`src/rtl/dato_sel_sync.sv`:
```
// Per-channel capture registers feeding a registered display output.
// A channel switch is requested at any time and applied only on a frame tick.
module dato_sel_sync #(
    parameter int W      = 8,
    parameter int N      = 4,
    parameter int CH_RST = 0,
    localparam int SELW  = (N > 2) ? $clog2(N) : 1
) (
    input  logic            clk,
    input  logic            reset,
    input  logic [N*W-1:0]  dato_in,
    input  logic [N-1:0]    dato_valid,
    input  logic [SELW-1:0] sel,
    input  logic            sel_req,
    input  logic            frame_tick,
    input  logic            hold,
    output logic [W-1:0]    dato_vga,
    output logic [SELW-1:0] canal_act,
    output logic            sel_pend,
    output logic            dato_nuevo
);

    logic [W-1:0]    cap [N];
    logic [SELW-1:0] pend;
    logic [W-1:0]    cur;
    logic            req_ok;

    assign req_ok = sel_req && (32'(sel) < N);
    assign cur    = cap[canal_act];

    always_ff @(posedge clk or negedge reset) begin
        if (!reset) begin
            for (int k = 0; k < N; k++) cap[k] <= '0;
        end else begin
            for (int k = 0; k < N; k++) begin
                if (dato_valid[k]) cap[k] <= dato_in[k*W +: W];
            end
        end
    end

    // A request arriving together with the tick bypasses the pending slot.
    always_ff @(posedge clk or negedge reset) begin
        if (!reset) begin
            pend      <= SELW'(CH_RST);
            canal_act <= SELW'(CH_RST);
            sel_pend  <= 1'b0;
        end else if (req_ok && frame_tick) begin
            pend      <= sel;
            canal_act <= sel;
            sel_pend  <= 1'b0;
        end else if (req_ok) begin
            pend      <= sel;
            sel_pend  <= 1'b1;
        end else if (frame_tick && sel_pend) begin
            canal_act <= pend;
            sel_pend  <= 1'b0;
        end
    end

    always_ff @(posedge clk or negedge reset) begin
        if (!reset) begin
            dato_vga   <= '0;
            dato_nuevo <= 1'b0;
        end else begin
            dato_nuevo <= !hold && (cur != dato_vga);
            if (!hold) dato_vga <= cur;
        end
    end

endmodule

```
`config.mk`:
```
export PLATFORM = sky130hd
export DESIGN_NAME = dato_sel_sync
export DESIGN_NICKNAME = d
export VERILOG_FILES = /design/src/rtl/dato_sel_sync.sv
export SDC_FILE = /design/constraint.sdc
export NUM_CORES = 1
export LEC_CHECK = 0
export ABC_CLOCK_PERIOD_IN_PS = 2320
export CAP_MARGIN = 5
export CORE_ASPECT_RATIO = 1.5
export CORE_UTILIZATION = 35
export DETAILED_ROUTE_END_ITERATION = 10
export DONT_BUFFER_PORTS = 1
export PLACE_DENSITY_LB_ADDON = 0.15
export SYNTH_ARGS = -nofsm -noshare
export SYNTH_HDL_FRONTEND = slang
export SYNTH_SLANG_ARGS = --single-unit
```
`constraint.sdc`:
```
create_clock -name clk -period 2.32 [get_ports clk]
set_input_delay 0.464 -clock clk [delete_from_list [all_inputs] [get_ports clk]]
set_output_delay 0.464 -clock clk [all_outputs]
set_load 0.005 [all_outputs]
```
==> results of run 1 <==
## worst paths after layout
check	startpoint	end	slack (ps)
setup / recovery	canal_act[0]	dato_nuevo	580
hold / removal	reset	dato_vga[1]	-2
setup reg to reg	canal_act[0]	dato_nuevo	580
hold reg to reg	cap[4]	cap[4]	510
max in group asynchronous	reset	cap[15]	2110
min in group clk	hold	dato_nuevo	220
## stage by stage
| stage | area (um^2) | power [mW] | instances | setup slack (ps) |
|---|---|---|---|---|
| after floorplan | 1987 | 1.232 | 123 | 666.3 |
| after global placement | 2056 | 1.282 | 188 | 610.4 |
| after detailed placement | 2056 | 1.290 | 188 | 593.8 |
| after CTS | 2226 | 2.042 | 197 | 583.2 |
| after global routing | 2226 | 2.116 | 197 | 467.6 |
| final | 2226 | 2.019 | 197 | 581.1 |
## cells in the final DEF (no fill, tap or decap), drive strengths merged
cell type,netlist,final
o21ai,1,1
a22o,4,4
nor4,2,2
nor2b,2,2
xor2,8,8
buf,2,3
mux2,40,40
a21oi,1,1
dfrtp,46,46
mux4,8,8
nor2,2,2
bufinv,0,2
clkbuf,5,6
a21o,2,2
## Yosys cell counts (all sizes together)
cell type   n
nor4        2
nor2        2
buf         2
nor2b       2
mux4        8
a21oi       1
mux2       40
dfrtp      46
a21o        2
o21ai       1
xor2        8
a22o        4
clkbuf      5
## layout make-up
cell class / instances / area [um^2]
fillers: 531 / 3224
flip-flops and latches: 46 / 1151
clock buffers: 6 / 82.58
clock inverters: 2 / 60.06
well taps: 70 / 87.58
repair buffers: 3 / 42.54
multi-input cells: 70 / 802.0
## routing by layer
metal	vias to the layer above	wire [um]	share of wire, %
met5	-	0	0
met4	0	76	1.9
met3	5	333	8.3
met2	35	2184	55
met1	551	1397	35
li1	453	-	-
## logic make-up (layout without fill, tap and decap cells)
family / count (synthesis) / in the layout / synth area share [%]
DFF: 46 / 46 / 57.93
AOI/OAI and AO/OA: 8 / 8 / 3.085
muxes: 48 / 48 / 32.12
xor gates and xnor gates: 8 / 8 / 3.527
and+or+nand+nor: 6 / 6 / 1.637
buffers and inverters: 7 / 11 / 1.700
## flip-flops by register name, summed over array words and instances, names as in the netlist
signal      cells
sel_pend        1
cap            32
pend            2
dato_vga        8
dato_nuevo      1
canal_act       2
## power by group through the flow
stage / Combinational, mW / Sequential (mW) / Clock [mW]
after floorplan: 0.252 / 0.980 / 0
after global placement: 0.268 / 1.01 / 0
after detailed placement: 0.272 / 1.02 / 0
after CTS: 0.294 / 1.00 / 0.746
after global routing: 0.318 / 1.02 / 0.782
final: 0.287 / 0.999 / 0.733
## worst max-delay path: cells and delay by family, from the launching register on
kind	cells	cell delay [ps]
xor+xnor	1	160
flops	1	350
mux	1	530
compound gates	1	110
simple gates	1	300
buf+inv	1	180
==> results.rst, run 1 <==
.. list-table::
   :header-rows: 1

   * - Metric
     - Value
   * - I/O Pins
     - 55
   * - Slew at the pin closest to its max-slew limit
     - about 440 ps
   * - Clock buffer count from CTS
     - 5
   * - Portion of total power attributed to the clock network
     - between 30% and 40%
   * - Layout Skew
     - between 8 and 9 ps
   * - Core ar.
     - 5450 um^2
   * - Share of final-layout standard cells stronger than drive strength 1
     - a little under half
   * - Class of the most critical setup path
     - register to register
   * - Cell row count
     - 33
   * - Clock insertion delay at the later pin of the skew report
     - roughly 300 ps
   * - Worst vdd rail ir drop
     - about 0.42 mV
   * - Register area share after synthesis
     - 57.93%
   * - Clock period minus final worst setup slack
     - approximately 1700 ps
   * - Final setup fails
     - 0
   * - DIE AREA
     - 5988 um^2
   * - Sw power
     - around 0.47 mW
   * - Via count
     - 1044
   * - Number of global-route vias before repair
     - ~1200
   * - Clock root buffer master
     - clkbuf_8
   * - Highest achievable clock rate
     - ~580 MHz
   * - Sink count of the clock tree
     - between 40 and 50
   * - Yosys warns
     - 0
   * - Slowest library cell on the worst path
     - mux4_2
   * - Data arrival time of the critical path
     - between 1500 and 2000 ps
   * - Finished Core Util
     - 40.84%
   * - Path type of the worst min-delay path
     - input port to async pin
   * - Count of TritonRoute iterations in the first routing pass
     - 2
   * - Endpoint required time on the critical path
     - around 2500 ps
   * - Biggest cell delay along the critical path
     - 530 ps
   * - Total negative slack
     - 0 ps
   * - Post-synthesis average cell area
     - 16.15 um^2
   * - Max-Cap Viols
     - 0
   * - Maximum number of pins on one net before global-route repair
     - 47
   * - Met1 GRT Util
     - approximately 16%
   * - CP Launch Type
     - register
   * - Max H-tree Level
     - 2
   * - Final RePlAce weighted congestion
     - 0.8213
   * - Portion of the clock cycle consumed by the worst path in the final layout
     - between 70% and 80%
   * - Initial standard-cell utilization of the core
     - ~36%
   * - Total congestion overflow after global routing
     - 0
   * - Synth Net Count
     - 166
   * - Number of buffer cells added on primary ports
     - 0
   * - Failing checks
     - negative hold slack
   * - Sequence of cells on the critical path
     - buf_4, mux4_2, xor2_1, nor4_1, a21oi_1
   * - Ant. Diodes
     - 0
   * - Cell internal pwr
     - about 1.5 mW
   * - Per-cell routed wire length
     - roughly 20 um
   * - Met3 Resource Use GR
     - under 10%
   * - Clock transition at the register clock pins on the worst setup and hold paths after CTS
     - approximately 90 ps
   * - Wire length of the first global-routing pass
     - 6.313 mm
   * - Cell type with the largest total area after synthesis
     - dfrtp_1
   * - Area Overhead vs Synth
     - 12.03%
   * - Mean number of vias per cell
     - 5.299
   * - Register share of total power
     - about half
   * - GRT Max-Usage Layer
     - met2
   * - GR met2 Demand/Resource
     - 25.44%
   * - Post-synthesis sequential element count
     - between 40 and 50
   * - Number of cells on the worst reg-to-reg path
     - 5
   * - Endpoints failing hold
     - 1
   * - Area fraction of the dominant cell type after synthesis
     - 57.93%
   * - Detail Placement HPWL
     - 2.992 mm
   * - Total GRT Usage
     - 14.68%
   * - Count of final max-slew check failures
     - 0
   * - Relative contribution of combinational cells to total power
     - approximately 14%
   * - Switch share
     - a little under a quarter
   * - Fin nets
     - about 170
   * - Maximum fanout count along the critical path
     - 6
   * - Run status
     - finished, violations left
   * - Die extent in x
     - roughly 64 um
   * - Hold buffer count at cts
     - 1
   * - Cell leakage power
     - just over 0.9 nW
   * - Power Density
     - 907.1 nW/um^2
   * - Post-CTS sizing
     - 0
   * - Worst-case clock buffer depth
     - 2
   * - Number of antenna violations at the first check in global routing
     - 0
   * - Final routed DRC violation total
     - 0
   * - Worst slew margin relative to its limit
     - a little over two thirds
   * - TritonCTS clock tree
     - yes
   * - Top cells by area, synth
     - dfrtp_1 58%, mux2_2 23%, mux4_2 6.8%, xor2_1 3.5%, mux4_1 2.6%
   * - Die height
     - approximately 94 um
   * - Synthesized instance count
     - roughly 120
   * - RSZ-0062 raised after global routing
     - no
   * - Kind of end point of the critical path
     - register
   * - Number of DRC violations after detailed-routing iteration 0
     - 26
   * - Remaining antenna violation count
     - 0
   * - Wire length after detailed routing
     - approximately 4 mm
   * - Synth unique cells
     - 16
   * - Buffers inserted during post-CTS setup optimization
     - 0
   * - Total standard cell area after synthesis
     - slightly below 2000 um^2
   * - Worst Hold Margin
     - -2.124 ps
(Power assumes the default switching activity.)
==> run 2, diff against run 1 <==
--- a/config.mk
+++ b/config.mk
@@ -5,7 +5,7 @@
 export SDC_FILE = /design/constraint.sdc
 export NUM_CORES = 1
 export LEC_CHECK = 0
-export ABC_CLOCK_PERIOD_IN_PS = 2320
+export ABC_CLOCK_PERIOD_IN_PS = 1500
 export CAP_MARGIN = 5
 export CORE_ASPECT_RATIO = 1.5
 export CORE_UTILIZATION = 35
==> constraint.sdc (replaced) <==
create_clock -name clk -period 1.5 [get_ports clk]
set_input_delay 0.3 -clock clk [delete_from_list [all_inputs] [get_ports clk]]
set_output_delay 0.3 -clock clk [all_outputs]
set_load 0.005 [all_outputs]
==> run 2 against run 1 <==
Against the previous run: the flow finishes with violations (negative setup slack); cell count up 6.6%; largest cell class unchanged; clock power grew 7.2%; via count is 4.3% higher.
==> results.rst, run 2 (synthesis gave the netlist of run 1 again) <==
.. list-table::
   :header-rows: 1

   * - Metric
     - Value
   * - Biggest cell delay along the critical path
     - 530 ps (about the same)
   * - Max H-tree Level
     - 2 (unchanged)
   * - Sequence of cells on the critical path
     - buf_12, buf_4, mux4_2, xor2_1, nor4_1, a21oi_1
   * - Pre-CTS setup slack
     - -231.7 ps (-825.5 ps)
   * - Ant. Diodes
     - 0 (unchanged)
   * - Path type of the worst min-delay path
     - input port to register
   * - Fin nets
     - 182 (+7.7%)
   * - Clock transition at the register clock pins on the worst setup and hold paths after CTS
     - 90 ps (about the same)
   * - R2r setup slk
     - -250 ps (-830 ps)
   * - Worst path setup slack after routing
     - -250.2 ps (-831.3 ps)
   * - Detail Placement HPWL
     - 3.001 mm (+0.30%)
   * - Number of DRC violations after detailed-routing iteration 0
     - 28 (+7.7%)
   * - Worst slew margin relative to its limit
     - 72.83% (+2.5 points)
   * - Switch share
     - 26.19% (+2.9 points)
   * - Per-cell routed wire length
     - 20.07 um (-0.95%)
   * - Total GRT Usage
     - 15.55% (+0.87 points)
   * - Count of final max-slew check failures
     - 0 (unchanged)
   * - Final RePlAce weighted congestion
     - 0.7828 (-4.7%)
   * - Final setup fails
     - 2 (+2)
   * - Sw power
     - 0.7523 mW (+60%)
   * - Kind of end point of the critical path
     - register
   * - Clock period minus final worst setup slack
     - 1750 ps (+11.31 ps)
   * - Slew at the pin closest to its max-slew limit
     - 407.5 ps (-36.90 ps)
   * - Biggest regs
     - cap x32, dato_vga x8
   * - Wire length of the first global-routing pass
     - 6.637 mm (+5.1%)
   * - Via count
     - 1089 (+4.3%)
   * - Leading cell type in the layout, fill and taps excluded
     - dfrtp_1
   * - Portion of the clock cycle consumed by the worst path in the final layout
     - 116.7% (+42 points)
   * - Maximum number of pins on one net before global-route repair
     - 47 (unchanged)
   * - RSZ-0062 raised after global routing
     - yes
   * - Startpoint of the worst register-to-register path
     - canal_act[0]
   * - Max-Cap Viols
     - 0 (unchanged)
   * - Slowest library cell on the worst path
     - mux4_2
   * - Die extent in x
     - 63.52 um (unchanged)
   * - Fillcell total
     - 541 (+1.9%)
   * - Clock insertion delay at the later pin of the skew report
     - 300 ps (about the same)
   * - Clock root buffer master
     - clkbuf_8
   * - Number of antenna violations at the first check in global routing
     - 0 (unchanged)
   * - Number of flip-flops in the largest register
     - 32 (unchanged)
   * - Relative contribution of combinational cells to total power
     - 18.7% (+4.5 points)
   * - Highest achievable clock rate
     - 571.4 MHz (-0.65%)
   * - Die height
     - 94.28 um (unchanged)
   * - Startpoint of the lowest-slack hold path
     - hold
   * - Endpoint required time on the critical path
     - 1690 ps (-800 ps)
   * - Count of TritonRoute iterations in the first routing pass
     - 3 (+1)
   * - Cell row count
     - 33 (unchanged)
   * - Area Overhead vs Synth
     - 15.24%
   * - Remaining antenna violation count
     - 0 (unchanged)
   * - Failing checks
     - negative setup slack
   * - Worst Hold Margin
     - 49.26 ps (+51.38 ps)
   * - Register share of total power
     - 53.9% (+4.4 points)
   * - CP Launch Type
     - register
   * - Sink count of the clock tree
     - 46 (unchanged)
   * - Power Density
     - 1254 nW/um^2 (+38%)
   * - Finished Core Util
     - 42.01% (+1.2 points)
   * - Worst-case clock buffer depth
     - 2 (unchanged)
   * - Crit path launch
     - canal_act[0]
   * - Share of final-layout standard cells stronger than drive strength 1
     - 51.43% (+5.8 points)
   * - DIE AREA
     - 5988 um^2 (unchanged)
   * - Final Power
     - 2.872 mW (+42%)
   * - Number of buffer cells added on primary ports
     - 0 (unchanged)
   * - Class of the most critical setup path
     - register to register
   * - Maximum fanout count along the critical path
     - 8 (+2)
   * - I/O Pins
     - 55 (unchanged)
   * - Core ar.
     - 5450 um^2 (unchanged)
   * - Number of global-route vias before repair
     - 1301 (+8.5%)
   * - Worst vdd rail ir drop
     - 0.5791 mV (+37%)
   * - Layout Skew
     - 9.292 ps (+1.232 ps)
   * - Register ranked first by flip-flop count
     - cap
   * - Mean number of vias per cell
     - 5.186 (-2.1%)
   * - Wire length after detailed routing
     - 4.214 mm (+5.6%)
   * - Total congestion overflow after global routing
     - 0 (unchanged)
   * - Clock buffer count from CTS
     - 5 (unchanged)
   * - Initial standard-cell utilization of the core
     - 36.46% (unchanged)
   * - Endpoints failing hold
     - 0 (-1)
   * - Data arrival time of the critical path
     - 1940 ps (+30 ps)
   * - Top library cells by usage in the layout, fill and taps aside
     - 46 x dfrtp_1, 39 x mux2_2, 13 x buf_4
   * - Portion of total power attributed to the clock network
     - 27.4% (-8.9 points)
   * - Cell leakage power
     - 0.9658 nW (+4.4%)
   * - Final routed DRC violation total
     - 0 (unchanged)
   * - TritonCTS clock tree
     - yes
   * - Cell internal pwr
     - 2.120 mW (+37%)
   * - Run status
     - finished, violations left
## run 2: changes by cell type in the layout (fill, tap and decap cells not counted), sizes merged
cell / before / now
buf: 3 / 15
bufinv: 2 / 0
clkbuf: 6 / 7
clkinv: 0 / 1
dlygate4sd3: 0 / 1
## run 2: cell type report
type | count | area [um^2] | area share (%)
tap | 70 | 87.58 | 3.825
sequential | 46 | 1151 | 50.27
multi-input combinational | 70 | 804.5 | 35.14
clock buffer | 7 | 86.33 | 3.770
timing repair buffer | 16 | 155.1 | 6.776
clock inverter | 1 | 5.005 | 0.2186
## run 2: timing repair
item	4_1_cts	5_1_grt
hold endpoints to repair	46	0
buffers inserted	1	2
gates resized for setup	1	3
endpoints found under the setup margin	3	8
hold buffers	2	0
pin swaps	0	0
## run 2: per-stage QoR
stage / std cells / area, um^2 / TNS, ps
global placement: 197 / 2136 / -250.8
CTS: 208 / 2268 / -252.7
global route: 210 / 2290 / -587.3
detailed placement: 197 / 2136 / -327.8
finish: 210 / 2290 / -338.9
floorplan: 123 / 1987 / -153.7
## run 2: worst paths after layout
check | end | cells past startpoint
setup / recovery | dato_nuevo | 6
min in group asynchronous | dato_nuevo | 2
max in group asynchronous | cap[31] | 2
setup reg to reg | dato_nuevo | 6
hold reg to reg | cap[27] | 1
hold / removal | dato_nuevo | 1
## run 2: power by group through the flow
stage	clock, mW	combinational (mW)	sequential, mW
final	0.786	0.537	1.55
after global routing	0.865	0.579	1.57
after CTS	0.811	0.511	1.55
after detailed placement	0	0.464	1.58
after global placement	0	0.453	1.57
after floorplan	0	0.389	1.52
## run 2: routing by layer
| metal | up-vias | share of wire, % | GRT usage (%) |
|---|---|---|---|
| li1 | 481 | - | - |
| met3 | 9 | 6.6 | 5.461 |
| met5 | - | 0 | 0 |
| met4 | 0 | 2.8 | 7.955 |
| met1 | 558 | 38 | 16.32 |
| met2 | 41 | 53 | 27.04 |
## run 2: worst max-delay path: cells and delay by family (launching register included)
kind,cells,cell delay [ps]
XOR/XNOR,1,170
flip-flops,1,400
multiplexers,1,530
buffers and inverters,2,270
AO/OA/AOI/OAI,1,100
AND/OR/NAND/NOR,1,170
